<file path="config.mk">
export PLATFORM = sky130hd
export DESIGN_NAME = pipeline_interlock
export DESIGN_NICKNAME = d
export VERILOG_FILES = /design/src/rtl/pipeline_interlock.sv
export SDC_FILE = /design/constraint.sdc
export NUM_CORES = 1
export LEC_CHECK = 0
export BUFFER_PORTS_ARGS = -buffer_cell sky130_fd_sc_hd__buf_4
export CORE_ASPECT_RATIO = 0.75
export CORE_MARGIN = 8
export CORE_UTILIZATION = 47
export DETAILED_ROUTE_END_ITERATION = 10
export PLACE_DENSITY = 0.71
export SLEW_MARGIN = 20
export SYNTH_ARGS = -nofsm -noshare
export SYNTH_HDL_FRONTEND = slang
export SYNTH_SLANG_ARGS = --single-unit
</file>
<file path="constraint.sdc">
create_clock -name clk -period 2.8 [get_ports clk]
set_clock_uncertainty 0.1 [all_clocks]
set_input_delay 0.14 -clock clk [delete_from_list [all_inputs] [get_ports clk]]
set_output_delay 0.14 -clock clk [all_outputs]
set_load 0.02 [all_outputs]
</file>
<file path="src/rtl/pipeline_interlock.sv">
// pipeline_interlock: load-use / cold-store stall and taken-branch flush control for the 5-stage core
module pipeline_interlock #(
    parameter int FLUSH_CYCLES  = 1,
    parameter bit SW_COLD_STALL = 1'b1
) (
    input  logic        clk,
    input  logic        rst,
    input  logic [15:0] id_instr,
    input  logic        id_valid,
    input  logic        br_taken,
    output logic        pc_en,
    output logic        ifid_en,
    output logic        idex_bubble,
    output logic        flush,
    output logic [1:0]  hazard_cause,
    output logic [15:0] stall_cnt
);
    typedef enum logic {RUN, FLUSH} state_t;
    state_t      state_q, state_d;
    logic [1:0]  flush_ctr_q, flush_ctr_d;
    logic        ex_vld_q, ex_vld_d, ex_ld_q, ex_ld_d, ma_vld_q, ma_vld_d;
    logic [2:0]  ex_dst_q, ex_dst_d, ma_dst_q, ma_dst_d;
    logic [15:0] stall_cnt_q, stall_cnt_d;
    logic [3:0]  op;
    logic [2:0]  rs, rt, rd, dst;
    logic        use_rs, use_rt, dst_vld, ex_hit, ma_hit, load_use, sw_cold;
    logic        in_flush, brk, stall, bubble, unused_fn;
    assign unused_fn = ^id_instr[2:0];
    always_comb begin
        op       = id_instr[15:12];
        rs       = id_instr[11:9];
        rt       = id_instr[8:6];
        rd       = id_instr[5:3];
        use_rs   = id_valid & (op == 4'd0 | op == 4'd1 | op == 4'd3 | op == 4'd4 | op == 4'd5 | op == 4'd6);
        use_rt   = id_valid & (op == 4'd0 | op == 4'd5 | op == 4'd6);
        dst      = (op == 4'd0) ? rd : rt;
        // r0 never becomes a tracked destination, so it can never match a source
        dst_vld  = id_valid & (op == 4'd0 | op == 4'd1 | op == 4'd3 | op == 4'd4) & (dst != 3'd0);
        ex_hit   = ex_vld_q & ((use_rs & rs == ex_dst_q) | (use_rt & rt == ex_dst_q));
        ma_hit   = ma_vld_q & ((use_rs & rs == ma_dst_q) | (use_rt & rt == ma_dst_q));
        load_use = ex_hit & ex_ld_q;
        sw_cold  = SW_COLD_STALL & id_valid & (op == 4'd5) & ma_hit & ~ex_hit;
        in_flush = (state_q == FLUSH);
        brk      = ~in_flush & br_taken;
        stall    = ~in_flush & ~br_taken & (load_use | sw_cold);
        bubble   = rst | in_flush | brk | stall;
        pc_en        = ~rst & ~stall;
        ifid_en      = ~rst & ~stall;
        idex_bubble  = bubble;
        flush        = ~rst & brk;
        hazard_cause = rst ? 2'b00 : (in_flush | brk) ? 2'b11 : stall ? (load_use ? 2'b01 : 2'b10) : 2'b00;
        stall_cnt    = stall_cnt_q;
        ex_vld_d    = ~bubble & dst_vld;
        ex_ld_d     = ~bubble & dst_vld & (op == 4'd4);
        ex_dst_d    = dst;
        ma_vld_d    = ex_vld_q;
        ma_dst_d    = ex_dst_q;
        state_d     = in_flush ? ((flush_ctr_q == 2'd1) ? RUN : FLUSH) : ((brk && FLUSH_CYCLES > 1) ? FLUSH : RUN);
        flush_ctr_d = in_flush ? flush_ctr_q - 2'd1 : ((brk && FLUSH_CYCLES > 1) ? 2'(FLUSH_CYCLES - 1) : 2'd0);
        stall_cnt_d = (stall && stall_cnt_q != 16'hFFFF) ? stall_cnt_q + 16'd1 : stall_cnt_q;
    end
    always_ff @(posedge clk) begin
        if (rst) begin
            state_q     <= RUN;
            flush_ctr_q <= 2'd0;
            ex_vld_q    <= 1'b0;
            ex_ld_q     <= 1'b0;
            ex_dst_q    <= 3'd0;
            ma_vld_q    <= 1'b0;
            ma_dst_q    <= 3'd0;
            stall_cnt_q <= 16'd0;
        end else begin
            state_q     <= state_d;
            flush_ctr_q <= flush_ctr_d;
            ex_vld_q    <= ex_vld_d;
            ex_ld_q     <= ex_ld_d;
            ex_dst_q    <= ex_dst_d;
            ma_vld_q    <= ma_vld_d;
            ma_dst_q    <= ma_dst_d;
            stall_cnt_q <= stall_cnt_d;
        end
    end
endmodule

</file>
==> results of run 1 <==
## cells in the mapped netlist, types with 2 or more instances
master,number
inv_1,5
o2111ai_1,2
nor4_2,2
mux2_1,4
o2bb2ai_1,4
nand3_1,14
a21o_1,2
mux2_2,8
buf_2,2
and3_1,7
ha_1,2
nand4_1,6
nand2_1,20
nor3_1,10
xor2_1,12
o22ai_1,5
nor2b_1,15
a21oi_1,6
and2_1,2
o211ai_1,4
mux2i_1,4
nor2_1,30
o21a_1,2
buf_4,2
clkbuf_1,5
nand2b_1,5
dfxtp_1,28
## path summary, 6_finish.rpt
check        cells past startpoint           start               to
max                              7     ex_dst_q[2]  hazard_cause[0]
min                              3     id_instr[4]      ex_dst_q[1]
max reg2reg                      7    stall_cnt[0]    stall_cnt[13]
min reg2reg                      1  flush_ctr_q[0]   flush_ctr_q[0]
## sequential cells by signal, summed over array words and instances, names as in the netlist
| register | cells |
|---|---|
| flush_ctr_q | 2 |
| ma_vld_q | 1 |
| ex_dst_q | 3 |
| ma_dst_q | 3 |
| in_flush | 1 |
| ex_ld_q | 1 |
| stall_cnt | 16 |
| ex_vld_q | 1 |
## report_power, final
group	total, µW	switching (µW)	internal (µW)
sequential	408	5.02	403
clock	255	128	126
combinational	95.5	53.5	42.1
total	758	187	571
## through the flow
stage	instance area [µm²]	worst slack, ps
final	2242	312.5
after CTS	2242	325.2
after detailed placement	2187	496.1
after global routing	2242	168.4
after global placement	2187	548.1
after floorplan	1881	619.5
## final cells by class
cell class                      instances  area [µm²]
Clock buffer                            4       55.05
Fill cell                             406        1712
Inverter                                5       18.77
Multi-Input combinational cell        187        1254
Sequential cell                        28       560.5
Tap cell                               55       68.82
Timing Repair Buffer                   38       285.3
## layer usage
layer | vias to the layer above | global-route usage (%) | share of wire, %
met4 | 0 | 4.044 | 0.73
met3 | 4 | 4.630 | 7.3
met5 | - | 0 | 0
met2 | 42 | 20.94 | 41
li1 | 894 | - | -
met1 | 777 | 20.64 | 51
## worst register-to-register path, stage by stage, from the launching register on
cell and delay (ps):
dfxtp_1 440, ha_1 240, nand3_1 200, nor4_4 470
nor2_1 220, nand4_1 150, o22ai_1 90, mux2_2 300
## cells by family (layout without fill, tap and decap cells)
kind of cell	Yosys count	after routing
compound gates	36	36
flops	28	28
buf+inv	15	47
mux	16	16
simple gates	120	120
fa+ha+maj	2	2
xor+xnor	13	13
==> results.toml, run 1 <==
[run_status]
status = "complete, no violations"

[cts]
cts_tree = "yes"
cts_max_path_buffers = 2
cts_setup_buffers = 0
clk_pin_slew_ps = 100
hold_buffers = 0
clk_latency_ps = 280
cts.sinks = 28
h-tree-depth = 1
cts_buffers = 3
cts_root_buf = "clkbuf_8"
cts_resized = 0

[critical_path]
path_cells = "xor2_1 > nor4_2 > a32oi_2 > nor2_2 > nand2_1 > a21oi_1 > buf_4"
critPathBufInv = 1
critPathMaxStageDelay_ps = 510
arrival_ps = 2250
r2r_slack_ps = 480
slowest_stage = "nor2_2"
crit_family = "simple AND/OR/NAND/NOR gates"
worstPathMaxFanout = 13
start_kind = "flop"
path_class = "reg2out"
worst_setup_path_end_kind = "output pin"
cp.required_ps = 2560

[timing]
period_share_pct = 88.84
slew_viol_final = 0
rsz0062_at_grt = "false"
hold_ws_ps = 9.248
setup_violations = 0
setup_tns_ps = 0
hold_viol_final = 0
relSlewSlack_pct = 55.57
worst_pin_slew_ps = 660.9
period_needed_ps = 2487
max_freq_mhz = 402.0

[yosys]
synth.area.mux_share_pct = 9.315
synth.avg_cell_area_um2 = 8.176
netlist.area_leader.share_pct = 29.81
ys.flop_type = "dfxtp_1"
synth_top_family_by_area = "simple AND/OR/NAND/NOR gates"
syn_area_um2 = 1881
synthSimpleGateAreaFrac_pct = 34.20
ys_seq_area_share_pct = 29.81
synth_warnings = 0
synth.ff_latch_count = 28
synth-xor-area-share_pct = 6.055
syn_nets = 252
synthCells = 230
synth_compound_area_share_pct = 15.77
async_flop_share_pct = 0
ys_types = 49
synth-edff-count = 0
synth_fa_ha_area_share_pct = 1.331
synth.area.top_cells = "dfxtp_1 (30%), nor2_1 (6.0%), xor2_1 (5.6%)"
synth_top_cell_by_area = "dfxtp_1"

[routing]
drc_errors = 0
first_iter_violations = 143
firstDrtPassIters = 4
via_count = 1717
drt-total-wl_um = 4515
via_per_inst = 5.416
antenna_left = 0
wl_per_cell_um = 14.24

[pwr]
ir_drop_mv = 0.3031
power_uw = 758.1
powerDensity_nw_per_um2 = 338.1
p_leak_uw = 0.0009596

[grt]
antenna_found_initial = 0
grt_pass1_vias = 1614
grt_pass1_wl_um = 7479
grt-ovfl-total = 0
grt.total_usage_pct = 14.76
grt_max_degree = 45

[placed_design]
place_hpwl_um = 3403
portBuffers = 38
place.gp.congestion = 0.8268
placed_cells = 313

[floorplanning]
die_h_um = 70.78
rows = 20
core_um2 = 3954
die_w_um = 89.04
pin_count = 42
start_util_pct = 47.56
die_area_um2 = 6302

[finish]
post-route-util_pct = 56.71
area_delta_synth_final_pct = 19.23
nets = 285
layout_commonest_cell = "buf_4"
diodes = 0
final_cell_mix = "buf_4 (38), nor2_1 (30), dfxtp_1 (28)"
layout.cells.non_filler = 317
drive_gt1_share_pct = 22.52

[run]
maxCapViolCount = 0

[min_path]
hold_path_class = "in2reg"
No activity file was read; power rests on OpenSTA's default activity.
==> run 2: changes to the inputs <==
- BUFFER_PORTS_ARGS: -buffer_cell sky130_fd_sc_hd__buf_4 -> not set
- DONT_BUFFER_PORTS: not set -> 1
- PLACE_DENSITY: 0.71 -> 0.62
==> run 2 against run 1 <==
Net effect:
- total power increased by 6.6%
- wire length increased by 2.9%
- critical path depth unchanged
- sequential power about the same
- non-clock buffer count decreased by 21
- highest routed layer unchanged
- via count decreased by 3.4%
- final area decreased by 4.6%
- first-iteration DRC count decreased by 0.70%
- clock power increased by 27%
- combinational power decreased by 19%
- die area unchanged
==> results.toml, run 2 (synthesized netlist as in run 1, its figures left out) <==
[finish]
fin_area_um2 = 2138
final_cell_mix = "nor2_1 (30), dfxtp_1 (28), nand2_1 (20)"
drive_gt1_share_pct = 11.62
layout_commonest_cell = "nor2_1"
area_delta_synth_final_pct = 13.71
layout.cells.non_filler = 296
largest_reg_flops = 16
diodes = 0
nets = 264

[grt]
grt_pass1_wl_um = 7797
grt_use_met2_pct = 20.03
grt-ovfl-total = 0
top_usage_layer = "met1"
use_met1_pct = 23.05
use_met3_pct = 6.366
grt.total_usage_pct = 15.67
grt_pass1_vias = 1488
grt_max_degree = 36
antenna_found_initial = 0

[critical_path]
worstPathMaxFanout = 8
slowest_stage = "dlygate4sd3_1"
path_class = "reg2reg"
crit_family = "simple AND/OR/NAND/NOR gates"
path_cells = "xor2_1 > nor4_2 > a32oi_2 > nor2_2 > a21oi_1 > and4b_1 > dlygate4sd3_1"
arrival_ps = 2540
cp.required_ps = 2870
start_kind = "flop"
worst_setup_path_end_kind = "flop"
critPathBufInv = 1
critPathMaxStageDelay_ps = 540

[routing]
via_count = 1658
first_iter_violations = 142
antenna_left = 0
firstDrtPassIters = 4
drt-total-wl_um = 4647
wl_per_cell_um = 15.70
drc_errors = 0
via_per_inst = 5.601

[cts]
cts_root_buf = "clkbuf_8"
cts_resized = 0
h-tree-depth = 1
clk_latency_ps = 280
cts_max_path_buffers = 2
cts.sinks = 28
cts_buffers = 3
clk_pin_slew_ps = 100
cts_tree = "yes"
cts_setup_buffers = 0

[timing]
max_freq_mhz = 405.0
relSlewSlack_pct = 49.77
setup_tns_ps = 0
rsz0062_at_grt = "false"
setup_violations = 0
period_share_pct = 88.18
hold_viol_final = 0
period_needed_ps = 2469
worst_pin_slew_ps = 747.2
slew_viol_final = 0

[placed_design]
place_hpwl_um = 3326
placed_cells = 281
portBuffers = 0
place.gp.congestion = 0.8110
dpl_cell_area_um2 = 1947

[floorplanning]
die_h_um = 70.78
die_w_um = 89.04
pin_count = 42
rows = 20
core_um2 = 3954
die_area_um2 = 6302
start_util_pct = 47.56

[run]
maxCapViolCount = 0

[pwr]
ir_drop_mv = 0.2703
powerDensity_nw_per_um2 = 377.8
p_leak_uw = 0.0008589

[min_path]
hold_path_class = "in2reg"

[run_status]
status = "complete, no violations"
## run 2: cell count changes in the layout (fill, tap and decap cells not counted)
cell / previous run / this run
buf_4: 38 / 6
bufinv_16: 0 / 1
buf_12: 0 / 1
clkbuf_8: 4 / 3
dlygate4sd3_1: 0 / 10
## run 2: final cells by class
type	instances	area, µm²
inverters	5	18.77
repair buffers	17	165.2
clock buffers	3	41.29
clock inverters	1	30.03
flip-flops and latches	28	560.5
well taps	55	68.82
fillers	407	1815
multi-input cells	187	1254
## run 2: what timing repair did
action / CTS / global route
endpoints found under the setup margin: 0 / 0
hold buffers: 11 / 0
hold endpoints to repair: 28 / 0
## run 2: final timing paths
path                  start              to  slack (ps)  cells after the start
max             ex_dst_q[2]         ex_ld_q         330                      7
min reg2reg  flush_ctr_q[0]  flush_ctr_q[0]         330                      1
max reg2reg     ex_dst_q[2]         ex_ld_q         330                      7
min                     rst    stall_cnt[6]           4                      2
## run 2: routing by layer
layer  share of wire [%]  vias up
li1                    -      854
met1                  51      753
met2                  38       47
met3                 9.7        4
met4                0.84        0
met5                   0        -
## run 2: power by group
group	leakage (µW)	switching (µW)	internal [µW]
registers	0.000227	4.87	403
logic	0.000596	42.0	35.5
clock network	0.0000357	131	192
## run 2: metrics by stage
stage	hold slack, ps	total power (µW)	setup WS, ps	util [%]
2_1_floorplan	183.9	472.3	619.5	-
3_3_place_gp	117.4	471.7	564.8	49.24
3_5_place_dp	117.7	472.1	546.0	49.24
4_1_cts	0.03694	822.2	319.4	54.08
5_1_grt	27.15	838.7	164.6	54.08
6_report	3.843	807.8	331.1	54.08
## run 2: worst register-to-register path, delay by kind of cell (launching register included)
family / cells / cell delay (ps)
simple gates: 3 / 880
buf+inv: 1 / 540
flops: 1 / 350
compound gates: 2 / 310
xor+xnor: 1 / 180
==> run 3: changes to the inputs <==
- CORE_ASPECT_RATIO: 0.75 -> 0.7
- CTS_CLUSTER_DIAMETER: not set -> 40
==> run 3 against run 2 <==
Net effect:
- clock power decreased by 23%
- core utilization is 0.65 points higher
- cell count down 0.68%
- global-route usage increased by 0.15 points
- via count rose by 1.0%
- die area up 0.18%
- critical path depth up 1
- final area shrank 0.82%
- highest routed layer unchanged
==> results.toml, run 3 (synthesized netlist as in run 1, its figures left out) <==
[timing]
max_freq_mhz = 388.3
hold_ws_ps = 11.26
rsz0062_at_grt = "false"
setup_violations = 0
worst_pin_slew_ps = 1052
slew_viol_final = 0
setup_tns_ps = 0
period_needed_ps = 2575
hold_viol_final = 0
period_share_pct = 91.98
relSlewSlack_pct = 29.67

[cts]
cts_root_buf = "clkbuf_8"
clk_latency_ps = 270
cts.sinks = 28
cts_max_path_buffers = 2
clk_pin_slew_ps = 90
cts_tree = "yes"
h-tree-depth = 1
cts_buffers = 3

[finish]
drive_gt1_share_pct = 10.74
layout_commonest_cell = "nor2_1"
post-route-util_pct = 54.73
area_delta_synth_final_pct = 12.77
diodes = 0
largest_reg_flops = 16
nets = 265
nFillCells = 352
final_cell_mix = "nor2_1 (30), dfxtp_1 (28), nand2_1 (20)"

[run_status]
status = "complete, no violations"

[routing]
drc_errors = 0
antenna_left = 0
drt-total-wl_um = 4860
via_per_inst = 5.697
first_iter_violations = 103
via_count = 1675
firstDrtPassIters = 4
wl_per_cell_um = 16.53

[critical_path]
start_kind = "flop"
worst_setup_path_end_kind = "flop"
path_class = "reg2reg"
worstPathMaxFanout = 7
arrival_ps = 2640
cp.required_ps = 2870

[placed_design]
place_hpwl_um = 3414
place.gp.congestion = 0.7978
portBuffers = 0

[floorplanning]
start_util_pct = 48.53
die_w_um = 91.61
pin_count = 42
die_h_um = 68.93
rows = 19
die_area_um2 = 6314
core_um2 = 3875

[pwr]
power_uw = 733.8
powerDensity_nw_per_um2 = 346.0
p_leak_uw = 0.0008496
ir_drop_mv = 0.3004

[grt]
antenna_found_initial = 0
grt_max_degree = 28
grt_pass1_vias = 1550
grt.total_usage_pct = 15.82
grt_pass1_wl_um = 7983
grt-ovfl-total = 0

[run]
maxCapViolCount = 0

[min_path]
hold_path_class = "in2reg"
## run 3: cell types whose count changed in the layout (fill, tap and decap cells not counted)
cell,before,now
buf_4,6,5
buf_12,1,0
bufinv_16,1,0
dlygate4sd3_1,10,13
clkbuf_8,3,4
## run 3: metal layers
metal	vias to the layer above	track usage, %	share of wire [%]
met3	2	5.297	7.1
met2	41	23.79	41
met5	-	0	0
met1	779	21.72	52
met4	0	2.637	0.39
li1	853	-	-
## run 3: final timing paths
path	start	endpoint	slack (ps)	cells past startpoint
worst max-delay path	ex_dst_q[2]	ex_ld_q	220	8
worst min-delay path	rst	stall_cnt[8]	10	2
worst max register to register	ex_dst_q[2]	ex_ld_q	220	8
worst min register to register	flush_ctr_q[0]	flush_ctr_q[0]	330	1
## run 3: power breakdown
part,internal [µW],switching (µW),leakage (µW)
Sequential,403,5.14,0.000227
Clock,126,123,0.0000288
Combinational,35.9,41.5,0.000594
Total,565,169,0.000850
## run 3: critical path, cell delays in order (launching register included)
cell and delay [ps]:
dfxtp_1 350, xor2_1 180, nor4_2 320, a32oi_2 180, nor2_2 300, buf_4 220, a21oi_1 80, and4b_1 200
dlygate4sd3_1 540
## run 3: layout make-up
| class | count | area (µm²) | area share, % |
|---|---|---|---|
| clock buffers | 4 | 55.05 | 2.596 |
| inverters | 5 | 18.77 | 0.8850 |
| multi-input cells | 187 | 1254 | 59.12 |
| flip-flops and latches | 28 | 560.5 | 26.43 |
| well taps | 52 | 65.06 | 3.068 |
| repair buffers | 18 | 167.7 | 7.906 |
## run 3: per-stage QoR
stage          setup WS (ps)  area [µm²]  cells
6_report               224.6        2121    294
5_1_grt                68.46        2121    294
3_5_place_dp           469.1        1936    277
4_1_cts                208.9        2121    294
2_1_floorplan          619.5        1881    230
3_3_place_gp           520.7        1936    277
## run 3: timing repair
action	CTS	global route
hold endpoints to repair	25	0
setup buffers	0	0
gates resized for setup	0	0
hold buffers	13	0
setup endpoints to repair	0	0
